[src/rtl/rr_mux_arbiter_4ch.sv]
// rr_mux_arbiter_4ch: round-robin arbiter over four requesters feeding one registered output slot
module rr_mux_arbiter_4ch #(
    parameter int WIDTH = 4
) (
    input  logic             clk,
    input  logic             rst_n,
    input  logic [3:0]       req,
    input  logic [WIDTH-1:0] in_a,
    input  logic [WIDTH-1:0] in_b,
    input  logic [WIDTH-1:0] in_c,
    input  logic [WIDTH-1:0] in_d,
    output logic [3:0]       gnt,
    output logic [WIDTH-1:0] out_data,
    output logic [1:0]       sel,
    output logic             out_valid,
    input  logic             out_ready
);
    logic [1:0]       ptr;
    logic [1:0]       off;
    logic [1:0]       idx;
    logic [7:0]       dbl;
    logic [3:0]       rot;
    logic             accept;
    logic [WIDTH-1:0] gdata;
    always_comb begin
        dbl    = {req, req} >> ptr;
        rot    = dbl[3:0];
        off    = rot[0] ? 2'd0 : rot[1] ? 2'd1 : rot[2] ? 2'd2 : 2'd3;
        idx    = ptr + off;
        accept = rst_n & (~out_valid | out_ready) & (|req);
        gnt    = accept ? 4'b0001 << idx : 4'b0000;
        gdata  = idx == 2'd0 ? in_a : idx == 2'd1 ? in_b : idx == 2'd2 ? in_c : in_d;
    end
    always_ff @(posedge clk or negedge rst_n) begin
        if (!rst_n) begin
            out_valid <= 1'b0;
            out_data  <= '0;
            sel       <= 2'b00;
            ptr       <= 2'd0;
        end else if (accept) begin
            out_valid <= 1'b1;
            out_data  <= gdata;
            sel       <= idx;
            ptr       <= idx + 2'd1;
        end else if (out_ready) begin
            out_valid <= 1'b0;
        end
    end
endmodule
[config.mk]
export PLATFORM = sky130hd
export DESIGN_NAME = rr_mux_arbiter_4ch
export DESIGN_NICKNAME = d
export VERILOG_FILES = /design/src/rtl/rr_mux_arbiter_4ch.sv
export SDC_FILE = /design/constraint.sdc
export NUM_CORES = 1
export LEC_CHECK = 0
export ABC_AREA = 0
export BUFFER_PORTS_ARGS = -buffer_cell sky130_fd_sc_hd__buf_2
export CAP_MARGIN = 15
export CORE_MARGIN = 1.5
export CORE_UTILIZATION = 45
export CTS_BUF_LIST = sky130_fd_sc_hd__clkbuf_8
export DETAILED_ROUTE_END_ITERATION = 10
export PLACE_DENSITY_LB_ADDON = 0.05
export RECOVER_POWER = 25
export SLEW_MARGIN = 10
export SYNTH_ARGS = -nofsm -noshare
export SYNTH_HDL_FRONTEND = slang
export SYNTH_SLANG_ARGS = --single-unit
[constraint.sdc]
create_clock -name clk -period 7.15 [get_ports clk]
set_input_delay 1.7875 -clock clk [delete_from_list [all_inputs] [get_ports clk]]
set_output_delay 1.7875 -clock clk [all_outputs]
set_load 0.01 [all_outputs]
== Yosys cells after proc, flatten, opt, wreduce, memory -nomap -nowiden ==
Index checks and enable logic that the tools add are counted.
Operators by class
  multiplexer cells: 9
  equality and inequality tests: 2
  $add $sub $neg: 2
  reductions and logical operators: 3
  bitwise operators: 4
  shifts and indexed selects: 2
Operator list (count)
  $mux W4: 4
  $shr A8 B2 Y3: 1
  $mux W2: 2
  $reduce_or A4 Y1: 1
  $shl A1 B2 Y4 const A: 1
  $mux W1: 3
  $add A2 B1 Y2 const B: 1
  $add A2 B2 Y2: 1
  $and A1 B1 Y1: 2
  $eq A2 B1 Y1 const B: 1
  $eq A2 B2 Y1 const B: 1
  $logic_not A2 Y1: 1
  $reduce_bool A2 Y1: 1
  $not A1 Y1: 1
  $or A1 B1 Y1: 1
Word-level totals
  register bits after elaboration: 9
  output and inout bits: 11

== Logic depth before layout (Yosys ltp) ==
Gate-level depths: netlist of run 1.
  word-level depth: 9
  gate-level depth with buffers: 13

== Worst setup path before layout of run 1 ==
No wires, ideal clock.
  kind: input-to-output
  from: in req[3]
  to: out gnt[0]
  path buffers: 1
  cell stages on the path: 10
  path slack: 1.782 ns
  data arrival time: 3.581 ns
  data required time: 5.362 ns
  path through: nand2_1 -> a21oi_1 -> a211oi_1 -> a21oi_1 -> ha_1 -> or4_4 -> and2_1 -> ha_1 -> buf_1 -> and2_1
On the way
  longest elaborated chain between the ends: 7
Ends and longest elaborated chain
  from (decl): line 7  | input logic [3:0] req,
  $shr A8 B2 Y3: line 26  | dbl = {req, req} >> ptr;
  $mux W1: line 28  | off = rot[0] ? 2'd0 : rot[1] ? 2'd1 : rot[2] ? 2'd2 : 2'd3;
  $mux W2 (2 in series): line 28
  $add A2 B2 Y2: line 29  | idx = ptr + off;
  $shl A1 B2 Y4: line 31  | gnt = accept ? 4'b0001 << idx : 4'b0000;
  $mux W4 *: line 31
  to (decl): line 12  | output logic [3:0] gnt,
Mark *: on every way between the ends. The rest lies on a longest branch, timed or not.

== Worst setup path after layout of run 1 ==
Same ends and word-level chain as after synthesis.

==> qor.txt, run 1 <==
Worst path max stage delay = 550 ps
CTS clock-pin slew for the worst setup and hold paths = 40 ps
IO Port Bufs = 33
Worst EP arrival = 3910 ps
critical-path maximum fanout = 5
crit-path leading delay family = simple AND/OR/NAND/NOR gates
Synth warnings = 0
Die Y = 42.0 um
Antenna Nets Post-Route = 0
share of layout cells above drive strength 1 = 36.9%
post-synth cell types = 23
# nets final = 140
Root Buffer = clkbuf_8
diode count = 0
Slew Limit Fails = 0
Reg2Reg Setup Slack = 4290 ps
Slew headroom = 49.1%
Total GRT Usage = 19.6%
non-filler cells in the finished layout = 126
Via Count = 662
reg2reg end = out_data[0]$_DFFE_PN0P_
CTS Sinks = 9
CP Capture Type = primary output
DRC = 0
global-route wire length before repair = 2.70 mm
slowest CP cell = or4_4
worst r2r path cells = 12
# rows = 13
Die Wd = 42.0 um
Final Setup Violations = 0
Buf/Inv on CP = 2
data required time of the worst path = 5360 ps
TritonCTS clock tree = done
Starting Density = 50.6%
Critical R2R Launch = ptr[1]$_DFFE_PN0P_
pre-CTS setup slack = 1440 ps
dpl hpwl = 1.30 mm
core area = 1350 um2
status = finished, final reports clean
Initial DRC Count = 6
highest-count cells in the layout ignoring fill and taps = 32 x buf_2, 9 x a21oi_1, 9 x mux2i_1, 9 x dfrtp_1
final WL = 1.62 mm
Leakage = 0.452 nW
top cells by area, synth = dfrtp_1 33%, mux2i_1 13%, ha_1 9.2%, a21oi_1 6.6%, and2_1 4.6%
clock buffer depth = 2
Mean Syn Cell Area = 8.76 um2
worst slew pin tran = 763 ps
global-route met1 utilization = 23.6%
commonest non-fill, non-tap cell in the layout = buf_2
total chip power = 403 uW
# H-tree levels = 1
Tcrit/Tclk final = 79.7%
worst path cell trace = buf_2 > nand2_1 > a21oi_1 > a211oi_1 > a21oi_1 > ha_1 > or4_4 > and2_1 > ha_1 > and2_1 > buf_2
vias in the first global route = 635
Crit path depth = 11
Peak Freq = 0.175 GHz
PwrDens = 451 nW/um2
GRT Max-Usage Layer = met2
kind of critical path = primary input to primary output
Critical path destination = gnt[0]
initial antenna violation count = 0
worst hold path class = flip-flop to flip-flop
GRT Residual Overflow = 0
worst vdd ir = 0.000261 V
area grow syn2layout = 31.0%
post-cts hold buffer count = 0
top-level port count = 34
post-synth top area share = 33.0%
met2 Use GR = 34.4%
unrepaired setup endpoints after global routing = false
Final WS setup = 1450 ps
Seq/Total Area, Yosys = 33.0%
Post-Place Cells = 122
Filler Cell Count = 119
Mapped Area = 683 um2
Setup Buffers After CTS = 0
GR Util met3 = 2.17%
TritonCTS Buffers = 3
Via density = 5.25
# resized after CTS = 0
Max-Cap Viols = 0
Detailed Routing Iterations Pass 1 = 4
Final GP Congestion = 0.752
Syn Nets = 106
Clock Latency Late Sink = 230 ps
full die area = 1760 um2
Setup crit start = req[3]
min Tclk post-route = 5700 ps
synthesis-stage register bit count = 9
setup TNS = 0 ps
largest net degree at the start of global routing = 19
worst hold slack = 509 ps
Final Hold Fails = 0
wire per inst = 12.8 um
Startpoint Class = primary input
clock skew = 1.79 ps
Mapped Cells = 78
cell taking the most area after synthesis = dfrtp_1
==> power breakdown <==
part	total (mW)	internal [mW]	switching (mW)
registers	0.0934	0.0749	0.0185
clock network	0.0560	0.0373	0.0187
logic	0.254	0.118	0.136
==> Yosys cell counts (all sizes together) <==
library cell  count
nand2             7
mux2              1
a211oi            2
a31oi             2
ha                5
o41ai             1
o31ai             1
o21ai             6
a21oi            10
nor2              7
or4               1
clkbuf            2
inv               5
buf               2
mux2i             9
dfrtp             9
or2b              2
and3              1
and2              5
==> worst min path at each step <==
stage                                   from            endpoint  cells past startpoint
final                     sel[0]$_DFFE_PN0P_  sel[0]$_DFFE_PN0P_                      1
after global routing      sel[0]$_DFFE_PN0P_  sel[0]$_DFFE_PN0P_                      1
after CTS                 sel[0]$_DFFE_PN0P_  sel[0]$_DFFE_PN0P_                      1
after detailed placement  sel[0]$_DFFE_PN0P_  sel[0]$_DFFE_PN0P_                      1
after global placement    sel[0]$_DFFE_PN0P_  sel[0]$_DFFE_PN0P_                      1
after floorplan           sel[0]$_DFFE_PN0P_  sel[0]$_DFFE_PN0P_                      1
==> kinds of logic (layout without fill, tap and decap cells) <==
kind of cell,count (synthesis),in the layout,synth area share (%)
AND/OR/NAND/NOR,23,23,17.8
multiplexers,10,10,14.8
AO/OA/AOI/OAI,22,22,20.1
buffers and inverters,9,42,5.13
flip-flops,9,9,33.0
adder cells (fa/ha/maj),5,5,9.16
==> layout make-up <==
class / count / area [um2] / share of cell area, %
clock inverters: 1 / 3.75 / 0.420
inverters: 5 / 18.8 / 2.10
clock buffers: 3 / 41.3 / 4.62
multi-input cells: 60 / 423 / 47.3
well taps: 15 / 18.8 / 2.10
repair buffers: 33 / 164 / 18.3
flip-flops and latches: 9 / 225 / 25.2
==> sequential cells by signal, summed over array words and instances (netlist names) <==
signal	cells
sel	2
out_valid	1
ptr	2
out_data	4
==> worst register-to-register path: stages, from the launching register on <==
cell and delay, ps:
dfrtp_1 450, nand2_1 120, a21oi_1 80, a211oi_1 230
a21oi_1 70, ha_1 200, or4_4 550, nand2_1 110
ha_1 300, mux2i_1 210, o21ai_0 130, mux2i_1 160
a21oi_1 80
==> per-layer routing <==
metal | share of wire (%) | routed length (um)
met1 | 44 | 716
met2 | 50 | 807
met3 | 4.0 | 65
met4 | 1.7 | 27
met5 | 0 | 0
==> per-stage QoR <==
| step | cell area [um2] | utilization [%] |
|---|---|---|
| 2_1_floorplan | 683 | - |
| 3_3_place_gp | 851 | 63.0 |
| 3_5_place_dp | 851 | 63.0 |
| 4_1_cts | 896 | 66.4 |
| 5_1_grt | 895 | 66.3 |
| 6_report | 895 | 66.3 |
No activity file was read; power rests on OpenSTA's default activity.
==> run 2, diff against run 1 <==
- CORE_UTILIZATION: 45 -> 42
- clock period: 7.15 -> 5.07 ns (I/O delays scaled with it)
==> qor.txt, run 2 (synthesized netlist as in run 1, its figures left out) <==
Startpoint Class = primary input
vias in the first global route = 582
dpl hpwl = 1.21 mm
diode count = 0
kind of critical path = primary input to primary output
Core Util, Final = 59.5%
Worst path max stage delay = 550 ps
CTS Sinks = 9
highest-count cells in the layout ignoring fill and taps = 32 x buf_2, 9 x a21oi_1, 9 x mux2i_1, 9 x dfrtp_1
CTS clock-pin slew for the worst setup and hold paths = 40 ps
Max-Cap Viols = 0
PwrDens = 629 nW/um2
worst r2r path cells = 12
crit-path leading delay family = simple AND/OR/NAND/NOR gates
# resized after CTS = 0
Setup Buffers After CTS = 0
Via density = 5.09
wire per inst = 11.5 um
Initial DRC Count = 4
IO Port Bufs = 33
Final Setup Violations = 0
Peak Freq = 0.218 GHz
commonest non-fill, non-tap cell in the layout = buf_2
worst hold slack = 508 ps
Crit path depth = 11
max reg flops = 4
Total GRT Usage = 16.1%
slowest CP cell = or4_4
Biggest register = out_data
largest net degree at the start of global routing = 19
Final Hold Fails = 0
data required time of the worst path = 3800 ps
TritonCTS Buffers = 3
DRC = 0
Clock Latency Late Sink = 230 ps
core area = 1510 um2
post-cts hold buffer count = 0
Worst Hold Depth = 1
final WL = 1.47 mm
status = finished, final reports clean
Antenna Nets Post-Route = 0
TritonCTS clock tree = done
Filler Cell Count = 145
multi-input logic area = 423 um2
area grow syn2layout = 31.1%
full die area = 1880 um2
Detailed Routing Iterations Pass 1 = 4
Slew Limit Fails = 0
share of layout cells above drive strength 1 = 36.9%
min Tclk post-route = 4590 ps
clock skew = 0.916 ps
critical-path maximum fanout = 5
worst vdd ir = 0.000317 V
Leakage = 0.452 nW
Via Count = 647
Starting Density = 45.3%
Root Buffer = clkbuf_8
Slew headroom = 50.5%
top-level port count = 34
# rows = 14
Worst EP arrival = 3320 ps
worst hold path class = flip-flop to flip-flop
# H-tree levels = 1
Reg area = 225 um2
setup TNS = 0 ps
worst slew pin tran = 742 ps
Buf/Inv on CP = 2
clock buffer depth = 2
unrepaired setup endpoints after global routing = false
Tcrit/Tclk final = 90.5%
initial antenna violation count = 0
Final GP Congestion = 0.798
GRT Residual Overflow = 0
worst path cell trace = buf_2 > nand2_1 > a21oi_1 > a211oi_1 > a21oi_1 > ha_1 > or4_4 > and2_1 > ha_1 > and2_1 > buf_2
Die Y = 43.3 um
top flop regs = out_data: 4 flops, ptr: 2 flops, sel: 2 flops
Die Wd = 43.3 um
CP Capture Type = primary output
# nets final = 140
global-route wire length before repair = 2.30 mm
run 2: cell counts in the layout (fill, tap and decap cells not counted):
No cell type changed its count.
run 2: report_power, final:
part           total, mW  switching, mW  internal (mW)
clock network     0.0802         0.0275         0.0527
logic              0.353          0.186          0.167
registers          0.131         0.0251          0.106
total              0.564          0.238          0.325
run 2: stage by stage:
stage	power [mW]	setup WS, ps	instance area (um2)	instances
after CTS	0.573	473	897	127
after global routing	0.620	340	896	127
after floorplan	0.392	742	683	78
after detailed placement	0.490	469	852	123
after global placement	0.481	511	852	123
final	0.564	481	896	127
run 2: routing by layer:
layer	GRT usage (%)	wire length, um
met1	20.6	646
met5	0	0
met2	28.4	736
met4	7.27	21
met3	0.417	61
run 2: final timing paths:
check                                   startpoint                      end  slack (ps)
worst max-delay path                        req[3]                   gnt[0]         480
worst min-delay path            sel[0]$_DFFE_PN0P_       sel[0]$_DFFE_PN0P_         510
worst max register to register  ptr[1]$_DFFE_PN0P_  out_data[2]$_DFFE_PN0P_        2300
worst min register to register  sel[0]$_DFFE_PN0P_       sel[0]$_DFFE_PN0P_         510
max in group asynchronous                    rst_n  out_data[3]$_DFFE_PN0P_        3760
min in group asynchronous                    rst_n       sel[0]$_DFFE_PN0P_         980
run 2: layout make-up:
class | instances | share of cell area [%]
Clock buffer | 3 | 4.61
Tap cell | 16 | 2.23
Multi-Input combinational cell | 60 | 47.2
Clock inverter | 1 | 0.419
Sequential cell | 9 | 25.1
Inverter | 5 | 2.09
Timing Repair Buffer | 33 | 18.3
